[config.mk]
export PLATFORM = sky130hd
export DESIGN_NAME = gpu_prim_sequencer
export DESIGN_NICKNAME = d
export VERILOG_FILES = /design/src/rtl/gpu_prim_sequencer.sv
export SDC_FILE = /design/constraint.sdc
export NUM_CORES = 1
export LEC_CHECK = 0
export ABC_AREA = 1
export CORE_ASPECT_RATIO = 1.25
export CORE_MARGIN = 4
export CORE_UTILIZATION = 39
export CTS_CLUSTER_SIZE = 30
export DETAILED_ROUTE_END_ITERATION = 10
export PLACE_DENSITY = 0.84
export RECOVER_POWER = 25
export SYNTH_ARGS = -nofsm -noshare
export SYNTH_HDL_FRONTEND = slang
export SYNTH_SLANG_ARGS = --single-unit
[constraint.sdc]
create_clock -name i_clk -period 2.3 [get_ports i_clk]
set_input_delay 0.23 -clock i_clk [delete_from_list [all_inputs] [get_ports i_clk]]
set_output_delay 0.23 -clock i_clk [all_outputs]
set_load 0.03 [all_outputs]
[src/rtl/gpu_prim_sequencer.sv]
// rtl/gpu_prim_sequencer.sv - GP0 primitive word sequencer for triangles, quads, rects and fills
// Pops command/parameter words from the GP0 FIFO and steers them to primitive registers.

module gpu_prim_sequencer (
   input  logic        i_clk,
   input  logic        i_nRst,
   input  logic        i_fifoValid,
   input  logic [31:0] i_fifoData,
   output logic        o_fifoRead,
   output logic        o_validData,
   output logic [31:0] o_data,
   output logic [7:0]  o_command,
   output logic [1:0]  o_targetVertex,
   output logic        o_loadVertices,
   output logic        o_loadUV,
   output logic        o_loadRGB,
   output logic        o_loadAllRGB,
   output logic        o_loadCoord1,
   output logic        o_loadCoord2,
   output logic        o_loadSize,
   output logic        o_loadRectEdge,
   output logic        o_isVertexLoadState,
   output logic [1:0]  o_loadSizeParam,
   output logic        o_primValid,
   input  logic        i_primAck,
   output logic [1:0]  o_primKind,
   output logic        o_busy,
   output logic        o_unsupported
);

   localparam logic [2:0] S_IDLE   = 3'd0;
   localparam logic [2:0] S_COLOR  = 3'd1;
   localparam logic [2:0] S_VERTEX = 3'd2;
   localparam logic [2:0] S_UV     = 3'd3;
   localparam logic [2:0] S_SIZE   = 3'd4;
   localparam logic [2:0] S_ISSUE  = 3'd5;

   localparam logic [1:0] KIND_TRI  = 2'd0;
   localparam logic [1:0] KIND_RECT = 2'd1;
   localparam logic [1:0] KIND_FILL = 2'd2;

   logic [2:0] state, stateNext;
   logic [7:0] cmd, cmdNext;
   logic [1:0] vtxIdx, vtxIdxNext;
   logic       quadPhase, quadPhaseNext;
   logic       primValidNext;
   logic [1:0] primKindNext;
   logic       unsupportedNext;

   logic [7:0] activeCmd;
   logic       isPoly, isRect, isFill;
   logic       gouraud, quad, tex;
   logic [1:0] sizeField;
   logic       lastVertex;
   logic       pop;
   logic       vertexDone, primDone;
   logic [1:0] doneKind;

   // In S_IDLE the head word is the command being decoded; afterwards the latched copy rules.
   assign activeCmd  = (state == S_IDLE) ? i_fifoData[31:24] : cmd;
   assign isPoly     = (activeCmd[7:5] == 3'b001);
   assign isRect     = (activeCmd[7:5] == 3'b011);
   assign isFill     = (activeCmd == 8'h02);
   assign gouraud    = activeCmd[4];
   assign quad       = activeCmd[3];
   assign tex        = activeCmd[2];
   assign sizeField  = activeCmd[4:3];
   assign lastVertex = quadPhase || (vtxIdx == 2'd2);

   // Reset gating keeps the FIFO untouched while i_nRst is held low.
   assign pop = i_nRst && i_fifoValid && !o_primValid && (state != S_ISSUE);

   assign o_fifoRead      = pop;
   assign o_validData     = pop;
   assign o_data          = i_fifoData;
   assign o_command       = activeCmd;
   assign o_loadCoord2    = 1'b0;
   assign o_loadSizeParam = isRect ? sizeField : 2'd0;
   assign o_busy          = (state != S_IDLE);

   always_comb begin
      stateNext           = state;
      cmdNext             = cmd;
      vtxIdxNext          = vtxIdx;
      quadPhaseNext       = quadPhase;
      primValidNext       = o_primValid;
      primKindNext        = o_primKind;
      unsupportedNext     = 1'b0;
      vertexDone          = 1'b0;
      primDone            = 1'b0;
      doneKind            = KIND_TRI;
      o_targetVertex      = 2'd0;
      o_loadVertices      = 1'b0;
      o_loadUV            = 1'b0;
      o_loadRGB           = 1'b0;
      o_loadAllRGB        = 1'b0;
      o_loadCoord1        = 1'b0;
      o_loadSize          = 1'b0;
      o_loadRectEdge      = 1'b0;
      o_isVertexLoadState = 1'b0;

      case (state)
         S_IDLE: begin
            if (pop) begin
               if (isPoly || isRect || isFill) begin
                  o_loadRGB     = 1'b1;
                  o_loadAllRGB  = !(isPoly && gouraud);
                  cmdNext       = i_fifoData[31:24];
                  vtxIdxNext    = 2'd0;
                  quadPhaseNext = 1'b0;
                  stateNext     = S_VERTEX;
               end else begin
                  unsupportedNext = 1'b1;
               end
            end
         end

         S_COLOR: begin
            if (pop) begin
               o_loadRGB      = 1'b1;
               o_targetVertex = vtxIdx;
               stateNext      = S_VERTEX;
            end
         end

         S_VERTEX: begin
            if (pop) begin
               if (isFill) begin
                  o_loadCoord1 = 1'b1;
                  stateNext    = S_SIZE;
               end else begin
                  o_loadVertices      = 1'b1;
                  o_isVertexLoadState = 1'b1;
                  o_targetVertex      = vtxIdx;
                  if (isRect) begin
                     // Fixed-size rects carry their extent implicitly in the vertex word.
                     if (sizeField != 2'd0) begin
                        o_loadSize     = 1'b1;
                        o_loadRectEdge = 1'b1;
                     end
                     if (tex)
                        stateNext = S_UV;
                     else if (sizeField == 2'd0)
                        stateNext = S_SIZE;
                     else begin
                        primDone = 1'b1;
                        doneKind = KIND_RECT;
                     end
                  end else if (tex) begin
                     stateNext = S_UV;
                  end else begin
                     vertexDone = 1'b1;
                  end
               end
            end
         end

         S_UV: begin
            if (pop) begin
               o_loadUV       = 1'b1;
               o_targetVertex = vtxIdx;
               if (isRect) begin
                  if (sizeField == 2'd0)
                     stateNext = S_SIZE;
                  else begin
                     primDone = 1'b1;
                     doneKind = KIND_RECT;
                  end
               end else begin
                  vertexDone = 1'b1;
               end
            end
         end

         S_SIZE: begin
            if (pop) begin
               o_loadSize     = 1'b1;
               o_loadRectEdge = isRect;
               primDone       = 1'b1;
               doneKind       = isRect ? KIND_RECT : KIND_FILL;
            end
         end

         S_ISSUE: begin
            if (i_primAck && o_primValid) begin
               primValidNext = 1'b0;
               // Second half of a quad reuses slot 0 for vertex 3.
               if (isPoly && quad && !quadPhase) begin
                  quadPhaseNext = 1'b1;
                  vtxIdxNext    = 2'd0;
                  stateNext     = gouraud ? S_COLOR : S_VERTEX;
               end else begin
                  quadPhaseNext = 1'b0;
                  stateNext     = S_IDLE;
               end
            end
         end

         default: stateNext = S_IDLE;
      endcase

      if (vertexDone) begin
         if (lastVertex) begin
            primDone = 1'b1;
            doneKind = KIND_TRI;
         end else begin
            vtxIdxNext = vtxIdx + 2'd1;
            stateNext  = gouraud ? S_COLOR : S_VERTEX;
         end
      end

      if (primDone) begin
         stateNext     = S_ISSUE;
         primValidNext = 1'b1;
         primKindNext  = doneKind;
      end
   end

   always_ff @(posedge i_clk or negedge i_nRst) begin
      if (!i_nRst) begin
         state         <= S_IDLE;
         cmd           <= 8'h00;
         vtxIdx        <= 2'd0;
         quadPhase     <= 1'b0;
         o_primValid   <= 1'b0;
         o_primKind    <= 2'd0;
         o_unsupported <= 1'b0;
      end else begin
         state         <= stateNext;
         cmd           <= cmdNext;
         vtxIdx        <= vtxIdxNext;
         quadPhase     <= quadPhaseNext;
         o_primValid   <= primValidNext;
         o_primKind    <= primKindNext;
         o_unsupported <= unsupportedNext;
      end
   end

endmodule

==> reports/results.ini <==
[yosys]
ys_seq_area_frac=0.256
synth_area_leaders=dfrtp_1 26%, buf_4 15%, nand2_1 10%
yosys_most_used_dff=dfrtp_1
yosysTopAreaCell=dfrtp_1
async_reset_ff_frac=1.00
synthTopCellsByCount=49 x nand2_1, 38 x inv_1, 35 x buf_4
synthMuxAreaShare=0
synth.most_common_cell=nand2_1
synth_cell_types=27
syn-instance-count=253
avgSynthCellArea_um2=6.97
synth_nets=290
synth_seq_cells=18
synth_top_family_by_area=simple AND/OR/NAND/NOR gates
synth-edff-count=0
yosys_warnings=0
synthXorXnorAreaFrac=0
synth_compound_area_frac=0.0738
synth_adder_area_share=0.00710
synth-simple-area-share=0.395
synth_area_mm2=0.00176
synth_top_area_frac=0.256

[clocking]
cts_num_sinks=18
worst_skew_pair.late_latency_ns=0.26
hold_buffers=0
cts.path.max_buffers=2
h-tree-depth=1
clockRootBuffer=clkbuf_8
cts_tree=done
path_clk_slew_ns=0.07
cts_buffers=3

[sta]
final.setup.tns_ns=0
fmax_mhz=441
skew_ns=0.00281
fin_crit_sh=0.987
whs_ns=0.443
rsz0062_at_grt=yes
slew_violations=0
finalHoldViolCount=0
fin_crit_ns=2.27
final.setup.worst_slack_ns=0.0307
finalSetupViolCount=0

[placed_design]
dp_hpwl_mm=3.36
post_dp_cell_area_mm2=0.00201
io_buffers=46
dp_cells=325
place_ws_ns=0.0951
routabilityCongestion=0.885

[power]
irDropWorstVdd_mv=0.390
p_per_area_mw_per_mm2=1180
power_mw=2.59
comb_power_share=0.699
power.leakage_nw=1.14
p_sw_mw=1.34
clock_power_share=0.104
swShare=0.516
intPower_mw=1.25
seqPwrFrac=0.197

[detailed_routing]
antenna_left=0
drtIter0Drc=132
wl_per_cell_um=13.1
viasPerCell=4.75
first_pass_iters=4
drc=0
wl_mm=4.44
vias=1604

[layout]
fin_area_mm2=0.00219
fill_cells=425
utilization=0.500
drive_gt1_frac=0.300
syn_to_final_growth_pct=24.5
fin_nets=318
diodes=0
fin_cells=338

[grt]
grt_pass1_wl_mm=7.00
grt_pass1_vias=1575
antenna_found_initial=0
grt.overflow.total=0
grt_start_max_net_pins=19
track_usage=0.157

[worst_setup_path]
critical_path_class=register to output pin
regToRegStartpoint=state[1]
crit_chain=nor2_4 -> buf_6 -> nand3_1 -> nand2_2 -> nand2_2 -> nor2_4 -> nand2_4 -> nand2_4 -> nand2_4 -> a21oi_4 -> buf_6
reg2reg_to=state[0]
end_kind=output pin
cp.required_ns=2.07
critical_path.max_fanout=6
reg2reg_slack_ns=0.19
cp.arrival_ns=2.04
r2r_cells=14
cpPeakStageDelay_ns=0.45
cpMostUsedCell=nand2_4
start_kind=register
slowest_stage=dfrtp_2

[die]
num_rows=27
die_w_um=68.1
start_util=0.401
core-area_mm2=0.00439
dieArea_mm2=0.00567
die_y_um=83.2
pin_count=96

[min_path]
hold_class=input port to asynchronous set/reset pin

[job]
max-cap-violations=0

[status]
status=finished clean

[registers in the layout, summed over array words and instances, names as in the netlist]
signal / count
o_primValid: 1
o_unsupported: 1
vtxIdx: 2
o_primKind: 2
cmd: 8
state: 3
quadPhase: 1
[cell families (layout without fill, tap and decap cells)]
kind of cell / Yosys count / count (layout)
other: 1 / 1
and+or+nand+nor: 132 / 132
DFF: 18 / 18
adders and majority gates: 1 / 1
buffers and inverters: 82 / 109
AOI/OAI and AO/OA: 19 / 19
[layer usage]
metal,GRT usage,vias to the layer above,part of all wire
met3,0.0257,10,0.069
met5,0,-,0
met4,0.0633,0,0.012
li1,-,797,-
met1,0.194,742,0.42
met2,0.262,55,0.50
[worst max-delay path, delay by kind of cell (launching register included)]
kind / cells / cell delay (ns)
AOI/OAI and AO/OA: 1 / 0.13
buffers and inverters: 2 / 0.28
DFF: 1 / 0.45
and+or+nand+nor: 8 / 0.92
[final cells by class]
| class | instances | area [um2] | area share |
|---|---|---|---|
| sequential | 18 | 453 | 0.206 |
| multi-input combinational | 153 | 882 | 0.402 |
| inverter | 43 | 164 | 0.0747 |
| timing repair buffer | 62 | 568 | 0.259 |
| clock buffer | 4 | 55.1 | 0.0251 |
| tap | 58 | 72.6 | 0.0331 |
[power by group through the flow]
| stage | sequential (mW) | clock (mW) | combinational (mW) |
|---|---|---|---|
| 2_1_floorplan | 0.560 | 0 | 1.21 |
| 3_3_place_gp | 0.509 | 0 | 1.61 |
| 5_1_grt | 0.524 | 0.284 | 1.96 |
| 4_1_cts | 0.507 | 0.272 | 1.64 |
| 6_report | 0.511 | 0.269 | 1.81 |
| 3_5_place_dp | 0.511 | 0 | 1.63 |
[cell usage in the layout (no fill, tap or decap), types with 2 or more instances in the layout]
| cell | Yosys | final |
|---|---|---|
| a21oi_1 | 3 | 2 |
| a21oi_4 | 0 | 2 |
| buf_4 | 35 | 25 |
| buf_6 | 4 | 2 |
| clkbuf_8 | 0 | 4 |
| clkdlybuf4s50_1 | 0 | 31 |
| dfrtp_1 | 18 | 16 |
| dfrtp_2 | 0 | 2 |
| dlygate4sd2_1 | 0 | 2 |
| inv_1 | 38 | 38 |
| inv_2 | 5 | 4 |
| nand2_1 | 49 | 45 |
| nand2_2 | 11 | 15 |
| nand2_4 | 7 | 7 |
| nand3_1 | 18 | 18 |
| nand3_2 | 5 | 5 |
| nand4_1 | 6 | 6 |
| nor2_1 | 25 | 23 |
| nor2_2 | 2 | 3 |
| nor2_4 | 3 | 4 |
| nor3_1 | 3 | 3 |
| o21ai_0 | 4 | 3 |
| o21ai_1 | 2 | 3 |
| o21ai_2 | 7 | 7 |
[worst max-delay path by stage]
stage	startpoint	end	cells past startpoint
2_1_floorplan	state[1]	o_targetVertex[0]	10
3_3_place_gp	i_fifoData[30]	o_loadSizeParam[1]	6
3_5_place_dp	state[1]	o_loadSizeParam[1]	6
4_1_cts	state[0]	o_targetVertex[0]	10
5_1_grt	state[1]	o_loadAllRGB	11
6_report	state[1]	o_loadAllRGB	11
[repair_timing]
action	CTS	global route
setup buffers	2	7
pin swaps	2	8
gates resized for setup	5	13
endpoints found under the setup margin	9	7
Power figures use the tool's default switching activity.
